### src/rtl/multicycle_ctrl.sv
// multicycle_ctrl: top-level multicycle control FSM for the RV64 subset core
// (R-type, ld, sd, beq). It sequences the shared memory port, IR, PC, ALU and
// register file over several cycles per instruction.
//
// Ports:
//   clk, reset      - core clock; asynchronous active-low reset
//   opcode          - IR[6:0], valid from DECODE onward
//   zero            - ALU zero flag (used only in EXEC for beq)
//   mem_ready       - memory handshake completion (may coincide with mem_req rising)
//   mem_req/mem_we/i_or_d             - memory request, write enable, address select
//   ir_write/pc_write/pc_src          - IR latch, PC update and PC source
//   alu_src/alu_op                    - ALU operand-B select and operation class
//   reg_write/mem_to_reg              - register write enable and write-back select
//   illegal/bus_err - sticky trap flags (unsupported opcode / memory wait timeout)
//   state_dbg       - current state encoding
//
// Optional feature: define MULTICYCLE_CTRL_PERF_EN to add the 32-bit instret
// and stall_cnt performance counters.
//
// Control outputs are decoded from the current state (plus mem_ready/zero for
// the same-cycle handshake actions); state, trap flags and counters are registered.

module multicycle_ctrl #(
  parameter int unsigned WAIT_LIMIT = 16,
  parameter int unsigned CNT_W      = 5
) (
  input  logic        clk,
  input  logic        reset,
  input  logic [6:0]  opcode,
  input  logic        zero,
  input  logic        mem_ready,
  output logic        mem_req,
  output logic        mem_we,
  output logic        i_or_d,
  output logic        ir_write,
  output logic        pc_write,
  output logic        pc_src,
  output logic        alu_src,
  output logic [1:0]  alu_op,
  output logic        reg_write,
  output logic        mem_to_reg,
  output logic        illegal,
  output logic        bus_err,
  output logic [2:0]  state_dbg
`ifdef MULTICYCLE_CTRL_PERF_EN
  ,
  output logic [31:0] instret,
  output logic [31:0] stall_cnt
`endif
);

  localparam logic [6:0] OP_RTYPE = 7'b0110011;
  localparam logic [6:0] OP_LD    = 7'b0000011;
  localparam logic [6:0] OP_SD    = 7'b0100011;
  localparam logic [6:0] OP_BEQ   = 7'b1100011;

  localparam logic [1:0] ALU_ADD   = 2'b00;
  localparam logic [1:0] ALU_SUB   = 2'b01;
  localparam logic [1:0] ALU_FUNCT = 2'b10;

  typedef enum logic [2:0] {
    S_FETCH  = 3'd0,
    S_DECODE = 3'd1,
    S_EXEC   = 3'd2,
    S_MEM    = 3'd3,
    S_WB     = 3'd4,
    S_TRAP   = 3'd5
  } state_t;

  // Instruction class captured in DECODE so later states do not depend on IR timing
  typedef enum logic [1:0] {
    K_RTYPE = 2'd0,
    K_LD    = 2'd1,
    K_SD    = 2'd2,
    K_BEQ   = 2'd3
  } kind_t;

  state_t           state, state_nxt;
  kind_t            kind, kind_nxt;
  logic [CNT_W-1:0] wait_cnt, wait_cnt_nxt;
  logic             illegal_set;
  logic             bus_err_set;

  // Last stalled cycle allowed before a missing mem_ready becomes a bus error
  localparam logic [CNT_W-1:0] WAIT_LAST = CNT_W'(WAIT_LIMIT - 1);

  // State, instruction class, wait counter and sticky trap flags
  always_ff @(posedge clk or negedge reset) begin
    if (!reset) begin
      state    <= S_FETCH;
      kind     <= K_RTYPE;
      wait_cnt <= '0;
      illegal  <= 1'b0;
      bus_err  <= 1'b0;
    end else begin
      state    <= state_nxt;
      kind     <= kind_nxt;
      wait_cnt <= wait_cnt_nxt;
      if (illegal_set) illegal <= 1'b1;
      if (bus_err_set) bus_err <= 1'b1;
    end
  end

  // Next-state and control decode
  always_comb begin
    state_nxt    = state;
    kind_nxt     = kind;
    wait_cnt_nxt = '0;
    illegal_set  = 1'b0;
    bus_err_set  = 1'b0;
    mem_req      = 1'b0;
    mem_we       = 1'b0;
    i_or_d       = 1'b0;
    ir_write     = 1'b0;
    pc_write     = 1'b0;
    pc_src       = 1'b0;
    alu_src      = 1'b0;
    alu_op       = ALU_ADD;
    reg_write    = 1'b0;
    mem_to_reg   = 1'b0;

    unique case (state)
      S_FETCH: begin
        mem_req = 1'b1;
        if (mem_ready) begin
          ir_write  = 1'b1;
          pc_write  = 1'b1;
          state_nxt = S_DECODE;
        end else if (wait_cnt == WAIT_LAST) begin
          state_nxt   = S_TRAP;
          bus_err_set = 1'b1;
        end else begin
          wait_cnt_nxt = wait_cnt + CNT_W'(1);
        end
      end

      S_DECODE: begin
        state_nxt = S_EXEC;
        unique case (opcode)
          OP_RTYPE: kind_nxt = K_RTYPE;
          OP_LD:    kind_nxt = K_LD;
          OP_SD:    kind_nxt = K_SD;
          OP_BEQ:   kind_nxt = K_BEQ;
          default: begin
            state_nxt   = S_TRAP;
            illegal_set = 1'b1;
          end
        endcase
      end

      S_EXEC: begin
        unique case (kind)
          K_RTYPE: begin
            alu_op    = ALU_FUNCT;
            state_nxt = S_WB;
          end
          K_LD, K_SD: begin
            alu_op    = ALU_ADD;
            alu_src   = 1'b1;
            state_nxt = S_MEM;
          end
          K_BEQ: begin
            alu_op    = ALU_SUB;
            pc_write  = zero;
            pc_src    = zero;
            state_nxt = S_FETCH;
          end
          default: state_nxt = S_FETCH;
        endcase
      end

      S_MEM: begin
        mem_req = 1'b1;
        i_or_d  = 1'b1;
        mem_we  = (kind == K_SD);
        if (mem_ready) begin
          state_nxt = (kind == K_SD) ? S_FETCH : S_WB;
        end else if (wait_cnt == WAIT_LAST) begin
          state_nxt   = S_TRAP;
          bus_err_set = 1'b1;
        end else begin
          wait_cnt_nxt = wait_cnt + CNT_W'(1);
        end
      end

      S_WB: begin
        reg_write  = 1'b1;
        mem_to_reg = (kind == K_LD);
        state_nxt  = S_FETCH;
      end

      S_TRAP: state_nxt = S_TRAP;

      default: state_nxt = S_FETCH;
    endcase

    // Handshake-driven strobes stay quiet while reset is held
    if (!reset) begin
      ir_write = 1'b0;
      pc_write = 1'b0;
    end
  end

  assign state_dbg = state;

`ifdef MULTICYCLE_CTRL_PERF_EN
  logic retire;

  // An instruction retires when control returns to FETCH from a working state
  assign retire = (state_nxt == S_FETCH) &&
                  ((state == S_EXEC) || (state == S_MEM) || (state == S_WB));

  // Free-running wrap-around performance counters
  always_ff @(posedge clk or negedge reset) begin
    if (!reset) begin
      instret   <= '0;
      stall_cnt <= '0;
    end else begin
      if (retire)                instret   <= instret + 32'd1;
      if (mem_req && !mem_ready) stall_cnt <= stall_cnt + 32'd1;
    end
  end
`endif

endmodule

### config.mk
export PLATFORM = sky130hd
export DESIGN_NAME = multicycle_ctrl
export DESIGN_NICKNAME = d
export VERILOG_FILES = /design/src/rtl/multicycle_ctrl.sv
export SDC_FILE = /design/constraint.sdc
export NUM_CORES = 1
export LEC_CHECK = 0
export ABC_AREA = 1
export ABC_CLOCK_PERIOD_IN_PS = 2810
export CAP_MARGIN = 30
export CORE_MARGIN = 1
export CORE_UTILIZATION = 40
export DETAILED_ROUTE_END_ITERATION = 10
export HOLD_SLACK_MARGIN = 0.1
export PLACE_DENSITY_LB_ADDON = 0.05
export SLEW_MARGIN = 20
export SYNTH_ARGS = -nofsm -noshare
export SYNTH_HDL_FRONTEND = slang
export SYNTH_SLANG_ARGS = --single-unit
### constraint.sdc
create_clock -name clk -period 2.81 [get_ports clk]
set_input_delay 0.562 -clock clk [delete_from_list [all_inputs] [get_ports clk]]
set_output_delay 0.562 -clock clk [all_outputs]
set_load 0.02 [all_outputs]
# Word level (Yosys, flattened, before mapping)
# Index checks and enable logic that the tools add are counted.
[totals]
reg_bits = 12
input_bits = 11
wordCells = 58
[op_classes]
addsub = 1
n_eq_ne = 13
muxes = 32
n_reduce_logical = 7
[op_table]
columns = ["operator", "n"]
rows = [
  ["two-way mux 1 bit", 18],
  ["two-way mux 3 bit", 5],
  ["two-way mux 5 bit", 3],
  ["one-hot mux 3 bit (5 select lines)", 1],
  ["equality test 7 x 6 -> 1 bit, second input constant", 2],
  ["one-hot mux 3 bit (3 select lines)", 1],
  ["one-hot mux 2 bit (4 select lines)", 1],
  ["equality test 7 x 2 -> 1 bit, second input constant", 1],
  ["equality test 7 bit, second input constant", 1],
  ["equality test 3 x 2 -> 1 bit, second input constant", 2],
  ["equality test 3 bit, second input constant", 2],
  ["one-hot mux 2 bit (3 select lines)", 1],
  ["adder 5 x 1 -> 5 bit, second input constant", 1],
  ["equality test 5 x 4 -> 1 bit, second input constant", 1],
  ["equality test 2 bit, second input constant", 2],
  ["nonzero test 4 bit", 1],
  ["OR reduction 2 bit", 2],
  ["OR reduction 4 bit", 1],
  ["equality test 3 x 1 -> 1 bit, second input constant", 1],
  ["logical NOT 3 bit", 1],
  ["equality test 2 x 1 -> 1 bit, second input constant", 1],
  ["logical NOT 2 bit", 1],
  ["two-way mux 2 bit", 1],
  ["one-hot mux 1 bit (2 select lines)", 1],
  ["AND reduction 2 bit", 1],
]

# Longest topological paths before layout
[logic_depth]
ltp_word = 4
ltp_mapped = 7
mapped_depth_nobuf = 7

# Worst setup path before layout
# No wires, ideal clock.
[synth_path]
path_kind = "register -> output"
start = "register state[2] (netlist: state_dbg[2])"
end = "output port pc_write"
t_arrival_ns = 1.417
path_slack_ns = 0.831
stages_incl_launch_ff = 6
n_path_buf = 0
cell_sequence = "dfrtp_1 -> nor2_2 -> nand2_2 -> nor2_4 -> nand2_2 -> a21oi_1"
[synth_via]
elab_chain_len = 3
elab_cells_between_ends = 4
[synth_lines]
columns = ["item", "line_no", "rtl"]
rows = [
  ["from (decl)", "78", "state_t state, state_nxt;"],
  ["from (signal assigned)", "96", "state <= state_nxt;"],
  ["equality test 3 x 2 -> 1 bit or logical NOT 3 bit (tied branches)", "122", "unique case (state)"],
  ["one-hot mux 1 bit (2 select lines) *", "122", ""],
  ["two-way mux 1 bit *", "198", "if (!reset) begin"],
  ["to (decl)", "36", "output logic pc_write,"],
]
# Every way passes the cells marked *; elsewhere a longest branch is shown, timed or not.

# Final worst setup path
# Ends and elaborated chain as after synthesis.

==> flow_results.xml <==
<?xml version="1.0" encoding="UTF-8"?>
<metrics>
  <group name="cells_and_area">
    <metric name="layout.cells.non_filler" unit="">171</metric>
    <metric name="fillCellCount" unit="">199</metric>
    <metric name="register_area" unit="sq um">300</metric>
    <metric name="num_antenna_cells" unit="">0</metric>
    <metric name="final_layout_size_suffix_gt1_share" unit="%">16.7</metric>
    <metric name="multi_input_combinational_cell_area" unit="sq um">448</metric>
    <metric name="area_of_all_placed_cells_without_fillers" unit="sq um">1180</metric>
    <metric name="fin_util" unit="%">59.9</metric>
    <metric name="layout-area-overhead-vs-synth" unit="%">40.3</metric>
    <metric name="layout.nets" unit="">161</metric>
  </group>
  <group name="drt">
    <metric name="route.detailed.wl_per_inst" unit="microns">9.73</metric>
    <metric name="initial_drt_markers" unit="">8</metric>
    <metric name="postRouteAntennaNets" unit="">0</metric>
    <metric name="finalWirelength" unit="mm">1.66</metric>
    <metric name="viasPerCell" unit="">4.58</metric>
    <metric name="routed-via-count" unit="">783</metric>
    <metric name="drt_pre_antenna_iters" unit="">4</metric>
    <metric name="drc_errors" unit="">0</metric>
  </group>
  <group name="timing">
    <metric name="tcrit_tclk_final" unit="%">90.3</metric>
    <metric name="setup_violations" unit="">0</metric>
    <metric name="grt_setup_unrepaired" unit="">no</metric>
    <metric name="final-max-slew-violation-count" unit="">0</metric>
    <metric name="worstMarginPinSlew" unit="ns">0.343</metric>
    <metric name="setup-tns-final" unit="ns">0</metric>
    <metric name="finClkSkew" unit="ns">0.00100</metric>
    <metric name="max_freq" unit="GHz">0.394</metric>
    <metric name="report.final.hold_viol_count" unit="">0</metric>
    <metric name="worst_relative_slew_slack" unit="%">77.2</metric>
    <metric name="finalWorstPathRequiredPeriod" unit="ns">2.54</metric>
  </group>
  <group name="power_and_ir_drop">
    <metric name="vdd_drop_max" unit="V">0.000358</metric>
    <metric name="power.total" unit="uW">717</metric>
    <metric name="powerDensity" unit="nW/um^2">609</metric>
    <metric name="leakage" unit="uW">0.000598</metric>
  </group>
  <group name="place">
    <metric name="numPlacedInstances" unit="">167</metric>
    <metric name="place.gp.congestion" unit="">0.774</metric>
    <metric name="port_buffers" unit="">26</metric>
    <metric name="dpl.hpwl" unit="mm">1.42</metric>
    <metric name="placed_area" unit="sq um">1140</metric>
  </group>
  <group name="setup_path">
    <metric name="largest_stage_delay_on_the_critical_path" unit="ns">0.61</metric>
    <metric name="worst-path-max-fanout" unit="">6</metric>
    <metric name="worst-path-buf-inv" unit="">2</metric>
    <metric name="required" unit="ns">2.25</metric>
    <metric name="family_of_cells_with_the_greatest_summed_delay_on_the_critical_path" unit="">buffers and inverters</metric>
    <metric name="ff2ff_path_depth" unit="">6</metric>
    <metric name="critical_path.startpoint_type" unit="">flip-flop</metric>
    <metric name="cp_cell_sequence" unit="">nor2_2, nand2_2, inv_2, nand2_1, a21oi_1, clkdlybuf4s50_1</metric>
    <metric name="rr_startpoint" unit="">kind[0]</metric>
    <metric name="timing.critical_path.to_type" unit="">primary output</metric>
    <metric name="crit_type" unit="">flip-flop to primary output</metric>
    <metric name="timing.critical_path.arrival" unit="ns">1.97</metric>
    <metric name="setup.worst_path.start" unit="">state_dbg[2]</metric>
    <metric name="ff2ff_setup_slack" unit="ns">1.53</metric>
    <metric name="crit_slowest_cell" unit="">sky130_fd_sc_hd__clkdlybuf4s50_1</metric>
    <metric name="timing.rr.end" unit="">state_dbg[0]</metric>
  </group>
  <group name="clocking">
    <metric name="clkTransAtPathRegs" unit="ns">0.08</metric>
    <metric name="insertion_delay" unit="ns">0.27</metric>
    <metric name="cts_root_buffer" unit="">sky130_fd_sc_hd__clkbuf_4</metric>
    <metric name="clock_sinks" unit="">12</metric>
    <metric name="cts_hold_buf" unit="">0</metric>
    <metric name="clk_path_buf_depth" unit="">2</metric>
    <metric name="post_cts.resized_instances" unit="">0</metric>
    <metric name="cts_made_buffers" unit="">3</metric>
    <metric name="cts_htree_levels" unit="">1</metric>
    <metric name="cts_tree" unit="">done</metric>
    <metric name="count_of_buffers_added_by_post_cts_timing_repair_for_setup" unit="">0</metric>
  </group>
  <group name="floorplanning">
    <metric name="height_of_the_chip" unit="microns">47.8</metric>
    <metric name="fp.coreArea" unit="sq um">1960</metric>
    <metric name="ios" unit="">27</metric>
    <metric name="chipWidth" unit="microns">47.8</metric>
    <metric name="initial_utilization" unit="%">42.7</metric>
    <metric name="rows" unit="">16</metric>
    <metric name="floorplan.die_area" unit="sq um">2280</metric>
  </group>
  <group name="yosys">
    <metric name="avgSynthCellArea" unit="sq um">7.42</metric>
    <metric name="postSynthCellCount" unit="">113</metric>
    <metric name="most_area_consuming_cells_after_synthesis" unit="">sky130_fd_sc_hd__dfrtp_1 (36%), sky130_fd_sc_hd__nand2_1 (11%), sky130_fd_sc_hd__inv_1 (9.4%), sky130_fd_sc_hd__ha_1 (7.5%), sky130_fd_sc_hd__nand3_1 (7.2%)</metric>
    <metric name="synth_area" unit="sq um">838</metric>
    <metric name="syn_nets" unit="">129</metric>
    <metric name="sequential_share_of_the_synthesized_area" unit="%">35.8</metric>
    <metric name="post_synth_num_cell_types" unit="">18</metric>
    <metric name="share_of_yosys_cell_area_claimed_by_the_top_area_cell_type" unit="%">35.8</metric>
    <metric name="postSynthRegisterBits" unit="">12</metric>
    <metric name="post-synth-top-area-cell" unit="">sky130_fd_sc_hd__dfrtp_1</metric>
    <metric name="number_of_warnings_reported_in_the_yosys_synthesis_log" unit="">0</metric>
  </group>
  <group name="hold_path">
    <metric name="hold_depth" unit="">2</metric>
    <metric name="hold-path-endpoint" unit="">illegal</metric>
    <metric name="worst_hold_path_startpoint" unit="">illegal</metric>
    <metric name="min_path_type" unit="">flip-flop to flip-flop</metric>
  </group>
  <group name="global_routing">
    <metric name="globalRouteTotalUtil" unit="%">17.0</metric>
    <metric name="grt_first_pass_wirelength" unit="mm">2.68</metric>
    <metric name="grt_overflow_total" unit="">0</metric>
    <metric name="antenna_found_initial" unit="">0</metric>
    <metric name="grt_pass1_vias" unit="">686</metric>
    <metric name="grt_start_max_net_pins" unit="">13</metric>
  </group>
  <group name="run">
    <metric name="maxCapViolCount" unit="">0</metric>
  </group>
  <group name="status">
    <metric name="outcome" unit="">finished clean</metric>
  </group>
</metrics>
[how the worst max path moves through the flow]
stage                           to  slack (ns)  cells after the start
after global routing      pc_write        0.13                      6
after detailed placement  pc_write        0.32                      4
final                     pc_write        0.27                      6
after global placement    pc_write        0.34                      4
after floorplan           pc_write        0.83                      5
after CTS                 pc_write        0.25                      6
[routing by layer]
metal | vias to the layer above | part of all wire [%] | global-route usage [%]
met5 | - | 0 | 0
met4 | 0 | 0.84 | 6.67
met3 | 2 | 5.2 | 2.26
met2 | 26 | 47 | 29.5
met1 | 349 | 47 | 21.5
li1 | 406 | - | -
[per-stage QoR]
stage / setup WS (ns) / hold slack, ns
after CTS: 0.249 / 0.477
after global routing: 0.132 / 0.507
final: 0.273 / 0.478
after floorplan: 0.831 / 0.266
after global placement: 0.338 / 0.450
after detailed placement: 0.325 / 0.463
[cell type report]
type,count,share of cell area (%)
tap,27,2.87
sequential,12,25.5
clock buffer,4,3.09
timing repair buffer,27,22.8
inverter,24,7.66
multi-input combinational,77,38.1
[synth_stat cells, drive strengths merged]
library cell	count
inv	24
ha	5
xnor2	1
o21ai	2
nand2	30
nand4	1
nor2	22
nor3	2
nand3	12
dfrtp	12
a21oi	1
nor3b	1
[cell usage in the layout (no fill, tap or decap), drive strengths merged]
master / netlist / routed
a21oi: 1 / 1
buf: 0 / 1
clkbuf: 0 / 4
clkdlybuf4s50: 0 / 26
dfrtp: 12 / 12
ha: 5 / 5
inv: 24 / 24
nand2: 30 / 30
nand3: 12 / 12
nand4: 1 / 1
nor2: 22 / 22
nor3: 2 / 2
nor3b: 1 / 1
o21ai: 2 / 2
xnor2: 1 / 1
[state kept, by name, indices dropped and copies added, names as in the netlist]
| register | cells |
|---|---|
| wait_cnt | 5 |
| bus_err | 1 |
| illegal | 1 |
| state_dbg | 3 |
| kind | 2 |
[logic make-up after synthesis]
family | Yosys count | share of synthesized area [%]
and+or+nand+nor | 68 | 43.1
DFF | 12 | 35.8
buffers and inverters | 24 | 10.7
xor gates and xnor gates | 1 | 1.04
AOI/OAI and AO/OA | 3 | 1.79
adders and majority gates | 5 | 7.46
[worst reg2reg max path, cell delays in order, from the launching register on]
cell                      delay, ns
sky130_fd_sc_hd__dfrtp_1       0.41
sky130_fd_sc_hd__inv_1         0.08
sky130_fd_sc_hd__ha_1          0.29
sky130_fd_sc_hd__nand3_1       0.12
sky130_fd_sc_hd__nand2_1       0.08
sky130_fd_sc_hd__nor2_1        0.08
sky130_fd_sc_hd__nand3_1       0.08
[power breakdown]
group	total [uW]	leakage (uW)	internal, uW	switching (uW)
sequential	246	0.000151	199	46.6
clock	137	0.0000210	78.6	58.6
combinational	334	0.000426	142	191
total	717	0.000598	420	297
Note: power is estimated with default switching activity, not from simulation.
